===== config.mk =====
export PLATFORM = sky130hd
export DESIGN_NAME = serial_adder16
export DESIGN_NICKNAME = d
export VERILOG_FILES = /design/src/rtl/serial_adder16.sv
export SDC_FILE = /design/constraint.sdc
export NUM_CORES = 1
export LEC_CHECK = 0
export CAP_MARGIN = 0
export CORE_AREA = 3 3 107 84
export CTS_CLUSTER_DIAMETER = 80
export DETAILED_ROUTE_END_ITERATION = 7
export DIE_AREA = 0 0 110 87
export PLACE_DENSITY_LB_ADDON = 0.15
export SYNTH_ARGS = -nofsm -noshare
export SYNTH_HDL_FRONTEND = slang
export SYNTH_SLANG_ARGS = --single-unit
export TNS_END_PERCENT = 50

===== constraint.sdc =====
create_clock -name clk -period 2.4 [get_ports clk]
set_input_delay 0.48 -clock clk [delete_from_list [all_inputs] [get_ports clk]]
set_output_delay 0.48 -clock clk [all_outputs]
set_load 0.02 [all_outputs]

===== src/rtl/serial_adder16.sv =====
// Bit-serial adder: one full_adder cell plus a carry flip-flop produce one
// result bit per clock, LSB first. Start/busy/done handshake; the result
// registers hold their value until the next completion.

module full_adder (
    input  logic i_a,
    input  logic i_b,
    input  logic i_c,
    output logic o_s,
    output logic o_c
);
    assign o_s = i_a ^ i_b ^ i_c;
    assign o_c = (i_a & i_b) | (i_c & (i_a ^ i_b));
endmodule

module serial_adder16 #(
    parameter int WIDTH = 16
) (
    input  logic             clk,
    input  logic             rst_n,
    input  logic             start,
    input  logic [WIDTH-1:0] a,
    input  logic [WIDTH-1:0] b,
    input  logic             cin,
    output logic             busy,
    output logic             done,
    output logic [WIDTH-1:0] sum,
    output logic             cout,
    output logic             overflow
);
    localparam int CW = $clog2(WIDTH);

    typedef enum logic [1:0] {
        S_IDLE,
        S_RUN,
        S_DONE
    } state_t;

    state_t           r_state;
    state_t           w_state_next;
    logic [WIDTH-1:0] r_opa;
    logic [WIDTH-1:0] r_opb;
    logic             r_carry;
    logic [CW-1:0]    r_cnt;
    // Holds the WIDTH-1 result bits collected so far; the final bit comes
    // straight from the adder on the completion edge.
    logic [WIDTH-2:0] r_part;
    logic [WIDTH-1:0] r_sum;
    logic             r_cout;
    logic             r_ovf;

    logic             w_fa_s;
    logic             w_fa_c;
    logic             w_accept;
    logic             w_last;
    logic [WIDTH-1:0] w_part_full;

    full_adder u_fa (
        .i_a (r_opa[0]),
        .i_b (r_opb[0]),
        .i_c (r_carry),
        .o_s (w_fa_s),
        .o_c (w_fa_c)
    );

    // A new request is taken whenever no operation is in flight.
    assign w_accept    = start && (r_state != S_RUN);
    assign w_last      = (r_state == S_RUN) && (r_cnt == CW'(WIDTH - 1));
    assign w_part_full = {w_fa_s, r_part};

    // State register.
    always_ff @(posedge clk or negedge rst_n) begin
        if (!rst_n) begin
            r_state <= S_IDLE;
        end else begin
            r_state <= w_state_next;
        end
    end

    // Next-state logic: RUN lasts exactly WIDTH edges, DONE exactly one.
    always_comb begin
        w_state_next = r_state;
        case (r_state)
            S_IDLE:  if (start) w_state_next = S_RUN;
            S_RUN:   if (w_last) w_state_next = S_DONE;
            S_DONE:  w_state_next = start ? S_RUN : S_IDLE;
            default: w_state_next = S_IDLE;
        endcase
    end

    // Datapath: operand capture, one bit per RUN edge, result update on the last.
    always_ff @(posedge clk or negedge rst_n) begin
        if (!rst_n) begin
            r_opa   <= '0;
            r_opb   <= '0;
            r_carry <= 1'b0;
            r_cnt   <= '0;
            r_part  <= '0;
            r_sum   <= '0;
            r_cout  <= 1'b0;
            r_ovf   <= 1'b0;
        end else if (w_accept) begin
            r_opa   <= a;
            r_opb   <= b;
            r_carry <= cin;
            r_cnt   <= '0;
            r_part  <= '0;
        end else if (r_state == S_RUN) begin
            r_opa   <= {1'b0, r_opa[WIDTH-1:1]};
            r_opb   <= {1'b0, r_opb[WIDTH-1:1]};
            r_carry <= w_fa_c;
            r_cnt   <= r_cnt + CW'(1);
            r_part  <= w_part_full[WIDTH-1:1];
            if (w_last) begin
                // r_carry here is the carry entering the MSB step.
                r_sum  <= w_part_full;
                r_cout <= w_fa_c;
                r_ovf  <= r_carry ^ w_fa_c;
            end
        end
    end

    assign busy     = (r_state == S_RUN);
    assign done     = (r_state == S_DONE);
    assign sum      = r_sum;
    assign cout     = r_cout;
    assign overflow = r_ovf;

endmodule

* Yosys cells after proc, flatten, opt, wreduce, memory -nomap -nowiden
Cells that the tools add are included.
** Word-level totals
- Logic and storage cells :: 43
- Input port bits :: 36
- Output and inout bits :: 20
- Register bits :: 72
** Cells by class
- Muxes and demuxes :: 14
- Equality and inequality tests :: 6
- Bitwise operators :: 7
- Reductions and logical operators :: 6
- $add $sub $neg :: 1
** Operators by type and width (count)
- 2-to-1 mux 16 bit :: 4
- 2-to-1 mux 15 bit :: 2
- 2-to-1 mux 4 bit :: 2
- case mux 2 bit (3 select lines) :: 1
- adder 4 x 1 -> 4 bit, second input constant :: 1
- equality test 4 bit, second input constant :: 1
- 2-to-1 mux 2 bit :: 2
- != test 2 x 1 -> 1 bit, second input constant :: 2
- 2-to-1 mux 1 bit :: 3
- AND reduction 3 bit :: 1
- XOR 1 bit :: 3
- bitwise AND 1 bit :: 2
- equality test 2 x 1 -> 1 bit, second input constant :: 1
- equality test 2 bit, second input constant :: 1
- logical AND 1 bit :: 2
- logical NOT 2 bit :: 1
- != test 2 bit, second input constant :: 1
- AND reduction 2 bit :: 1
- nonzero test 2 bit :: 1
- inverter 1 bit :: 1
- OR 1 bit :: 1

* Depth between registers and ports, before layout
- Depth after elaboration :: 5
- Gate-level depth with buffers :: 7
- Depth with buffers taken out :: 4

* Hierarchy
From an unflattened synthesis, not the netlist that was laid out.
** Unflattened totals
- Cells, all modules :: 273
- Area, all modules :: 3088.0 µm²
** Modules (own cells, without submodules)
- serial_adder16 :: cells each 272, instances 1, area an instance 3067.9 µm², seq. area each 1801.7 µm²
- full_adder :: cells each 1, instances 1, area an instance 20.0 µm², seq. area each 0.0 µm²

* Worst setup path before layout
OpenSTA, ideal clock, no wires.
- Kind :: flip-flop to flip-flop
- From :: register r_cnt[0]
- To :: register r_sum[10], in the netlist sum[10]
- Buffers on the path :: 2
- Data required time :: 2.275 ns
- Period minus slack after synthesis :: 1.588 ns
- Setup slack :: 0.812 ns
- Arrival :: 1.463 ns
- Library setup time :: 0.125 ns
- Stages on the path, launching flop included :: 7
- Cell sequence :: dfrtp_1 ha_1 and3_1 and2_4 buf_6 buf_8 mux2_4
** On the way
- Word-level cells in the longest chain between the ends :: 3
** Ends and longest elaborated chain
- start, declared :: RTL line 44 : logic [CW-1:0] r_cnt;
- start signal, assigned :: RTL line 112 : r_cnt <= r_cnt + CW'(1);
- equality test 4 bit :: RTL line 68 : assign w_last = (r_state == S_RUN) && (r_cnt == CW'(WIDTH - 1));
- logical AND 1 bit :: RTL line 68
- AND reduction 3 bit (no source line)
- end signal, assigned :: RTL line 116 : r_sum <= w_part_full;
- end, declared :: RTL line 48 : logic [WIDTH-1:0] r_sum;
No other way between the ends.
A chain may end at the register's enable or synchronous reset.

* Worst setup path after layout
- From :: register r_state[1]
- To :: output busy
** On the way
- Word-level cells in the longest chain between the ends :: 1
** Ends and longest elaborated chain
- start, declared :: RTL line 39 : state_t r_state;
- start signal, assigned :: RTL line 76 : r_state <= w_state_next;
- equality test 2 x 1 -> 1 bit :: RTL line 123 : assign busy = (r_state == S_RUN);
- end, declared :: RTL line 25 : output logic busy,
No other way between the ends.

==> summary.log <==
qor: drt.drt-initial-drc-count 70
qor: place.place_congestion 0.707
qor: power_and_ir_drop.finalPower 4.47 mW
qor: grt.grt_usage 13.7%
qor: power_and_ir_drop.static-leakage-power 1.73 nW
qor: min_path.timing.hold.worst.class input pin to asynchronous set/reset pin
qor: timing.post_route_clock_skew 9.71 ps
qor: critical_path.cp-start-kind flop
qor: grt.grt_antenna_before_repair 0
qor: critical_path.cp_data_arrival_time 1680 ps
qor: drt.viasPerCell 4.61
qor: floorplan.start_util 39.2%
qor: layout.layout.core_utilization 49.2%
qor: layout.layout-area-overhead-vs-synth 25.7%
qor: status.status finished clean
qor: critical_path.cp_data_required_time 1920 ps
qor: floorplan.design.die.area 0.00957 mm2
qor: layout.num-fill-cells 778
qor: logic_synthesis.synth_nets 311
qor: layout.diodes 0
qor: layout.multi_input_comb_area 0.00117 mm2
qor: power_and_ir_drop.power.ir.vdd_worst 0.757 mV
qor: cts.tritoncts done
qor: floorplan.ios 56
qor: timing.final.period_utilization 89.9%
qor: power_and_ir_drop.combPwrFrac 33.9%
qor: cts.clock_transition_time_at_the_flip_flop_clock_pins_of_the_worst_setup_and_hold_paths 80 ps
qor: timing.fin_max_slew_vios 0
qor: critical_path.timing.rr.start r_state[1]
qor: layout.design.final.nets 362
qor: timing.setup_ws 242 ps
qor: logic_synthesis.synthDominantCellAreaShare 58.3%
qor: grt.grt_start_max_net_pins 99
qor: timing.finalHoldWorstSlack 92.1 ps
qor: cts.clk_latency 340 ps
qor: floorplan.die_width 110 um
qor: grt.first_pass_grt_wire_length 9980 um
qor: logic_synthesis.post_synthesis_average_cell_area 11.3 um2
qor: power_and_ir_drop.seq_power_share 45.5%
qor: layout.final_common_cell dfrtp_1
qor: place.numPlacedInstances 418
qor: place.dp_slack 603 ps
qor: place.detailed_place.area 0.00370 mm2
qor: cts.cts_setup_buffers 0
qor: logic_synthesis.post_synthesis_cell_area 0.00309 mm2
qor: logic_synthesis.synth.yosys.seq_area_share 58.3%
qor: floorplan.core.rowCount 28
qor: cts.cts_inserted_buffers 9
qor: power_and_ir_drop.power_per_cell_area 1150 mW/mm2
qor: logic_synthesis.netlist_instances 273
qor: cts.cts.sinks 72
qor: timing.maximum_clock_frequency 0.463 GHz
qor: power_and_ir_drop.power_frac_clock 20.6%
qor: power_and_ir_drop.cell_internal_pwr 2.94 mW
qor: layout.register_area 0.00180 mm2
qor: timing.unrepaired_setup_endpoints_after_global_routing no
qor: run.cap_violations 0
qor: layout.final_area 0.00388 mm2
qor: grt.overflow 0
qor: cts.cts_hold_buf 0
qor: timing.timing.final.crit_period 2160 ps
qor: timing.final_setup_fails 0
qor: drt.drc 0
qor: critical_path.worstSetupStartpoint r_state[1]
qor: drt.postRouteAntennaNets 0
qor: floorplan.die_height 87 um
qor: place.number_of_input_and_output_port_buffers_inserted 55
qor: layout.drive_above_1_share 12.2%
qor: cts.maximum_level_of_the_cts_h_tree 3
qor: logic_synthesis.yosysWarnings 0
qor: timing.hold_violations 0
qor: layout.final_standard_cell_count_with_taps_included_and_fillers_excluded 433
qor: power_and_ir_drop.switching_power_of_the_nets 1.53 mW
qor: timing.slew_headroom 45.3%
qor: critical_path.criticalPathCategory flop to output port
qor: logic_synthesis.synth.lib_cells_used.distinct 24
qor: logic_synthesis.netlist_top_cells_area dfrtp_1, mux2i_1, o21ai_0
qor: layout.top_library_cells_by_usage_in_the_layout_fill_and_taps_aside dfrtp_1, nand2_1, clkdlybuf4s50_1
qor: timing.tightest_slew 821 ps
qor: cts.post_cts_resized 0
qor: cts.cts-root-buf clkbuf_8
qor: power_and_ir_drop.switching_share 34.2%
qor: drt.wire_length_reported_by_the_detailed_router 5810 um
qor: critical_path.crit_path_max_fanout 7
qor: cts.cts-root-to-sink-buffers 2
qor: place.dpl.hpwl 3610 um
qor: floorplan.core_area 0.00788 mm2
qor: drt.first_pass_iters 4
qor: logic_synthesis.synth_area_leader_cell dfrtp_1
qor: grt.vias_in_the_first_global_route 2015
qor: logic_synthesis.ys_ff_latch 72
qor: critical_path.crit_path_end_kind output port
qor: timing.fin_tns_setup 0 ps
qor: drt.wire_per_inst 13.4 um
qor: drt.vias 1995
==> critical path: stages, from the launching register on <==
cell and delay [ps]:
dfrtp_1 370, nand2b_1 270, inv_4 100, clkdlybuf4s50_1 600
==> power groups by stage <==
stage	Sequential (mW)	Combinational, mW	Clock [mW]
2_1_floorplan	2.16	0.859	0
3_3_place_gp	2.05	1.52	0
3_5_place_dp	2.05	1.54	0
4_1_cts	2.04	1.55	0.958
5_1_grt	2.12	1.72	1.01
6_report	2.03	1.51	0.921
==> layer usage <==
layer / wire, um / up-vias / global-route usage, %
met5: 0 / - / 0
met3: 347 / 9 / 5.11
met2: 2410 / 37 / 19.3
li1: - / 1024 / -
met1: 2970 / 925 / 19.2
met4: 83 / 0 / 5.10
==> sequential cells by signal, indices dropped and copies added, names as in the netlist <==
signal	cells
r_opa	16
r_opb	16
sum	16
r_part	15
r_cnt	4
r_state	2
cout	1
overflow	1
r_carry	1
==> path summary, 6_finish.rpt <==
kind,end,slack (ps),depth (start not counted)
max,busy,240,3
min,r_state[1],90,1
max reg2reg,r_part[7],560,4
min reg2reg,r_opb[10],490,2
max in group asynchronous,r_opa[15],1740,2
min in group clk,r_opb[10],490,2
==> Yosys cell counts, drive strengths merged <==
cell type	n
dfrtp	72
nand2	64
o21ai	49
mux2i	34
mux2	18
buf	9
clkbuf	9
nand3	3
a21oi	2
nor2	2
and2	1
and3	1
clkinv	1
fa	1
ha	1
inv	1
nand2b	1
nor2b	1
o22ai	1
xnor2	1
xor2	1
==> logic make-up after synthesis <==
group           share of synthesized area, %
flops                                   58.3
compound gates                          8.47
buf+inv                                 3.61
fa+ha+maj                               1.05
xor+xnor                               0.567
mux                                     18.6
simple gates                            9.40
==> area by class of cell <==
| type | instances | area share, % |
|---|---|---|
| well taps | 105 | 3.38 |
| repair buffers | 58 | 14.9 |
| clock inverters | 6 | 1.58 |
| clock buffers | 9 | 3.19 |
| flip-flops and latches | 72 | 46.4 |
| multi-input cells | 181 | 30.3 |
| inverters | 2 | 0.258 |
No activity file was read; power rests on OpenSTA's default activity.
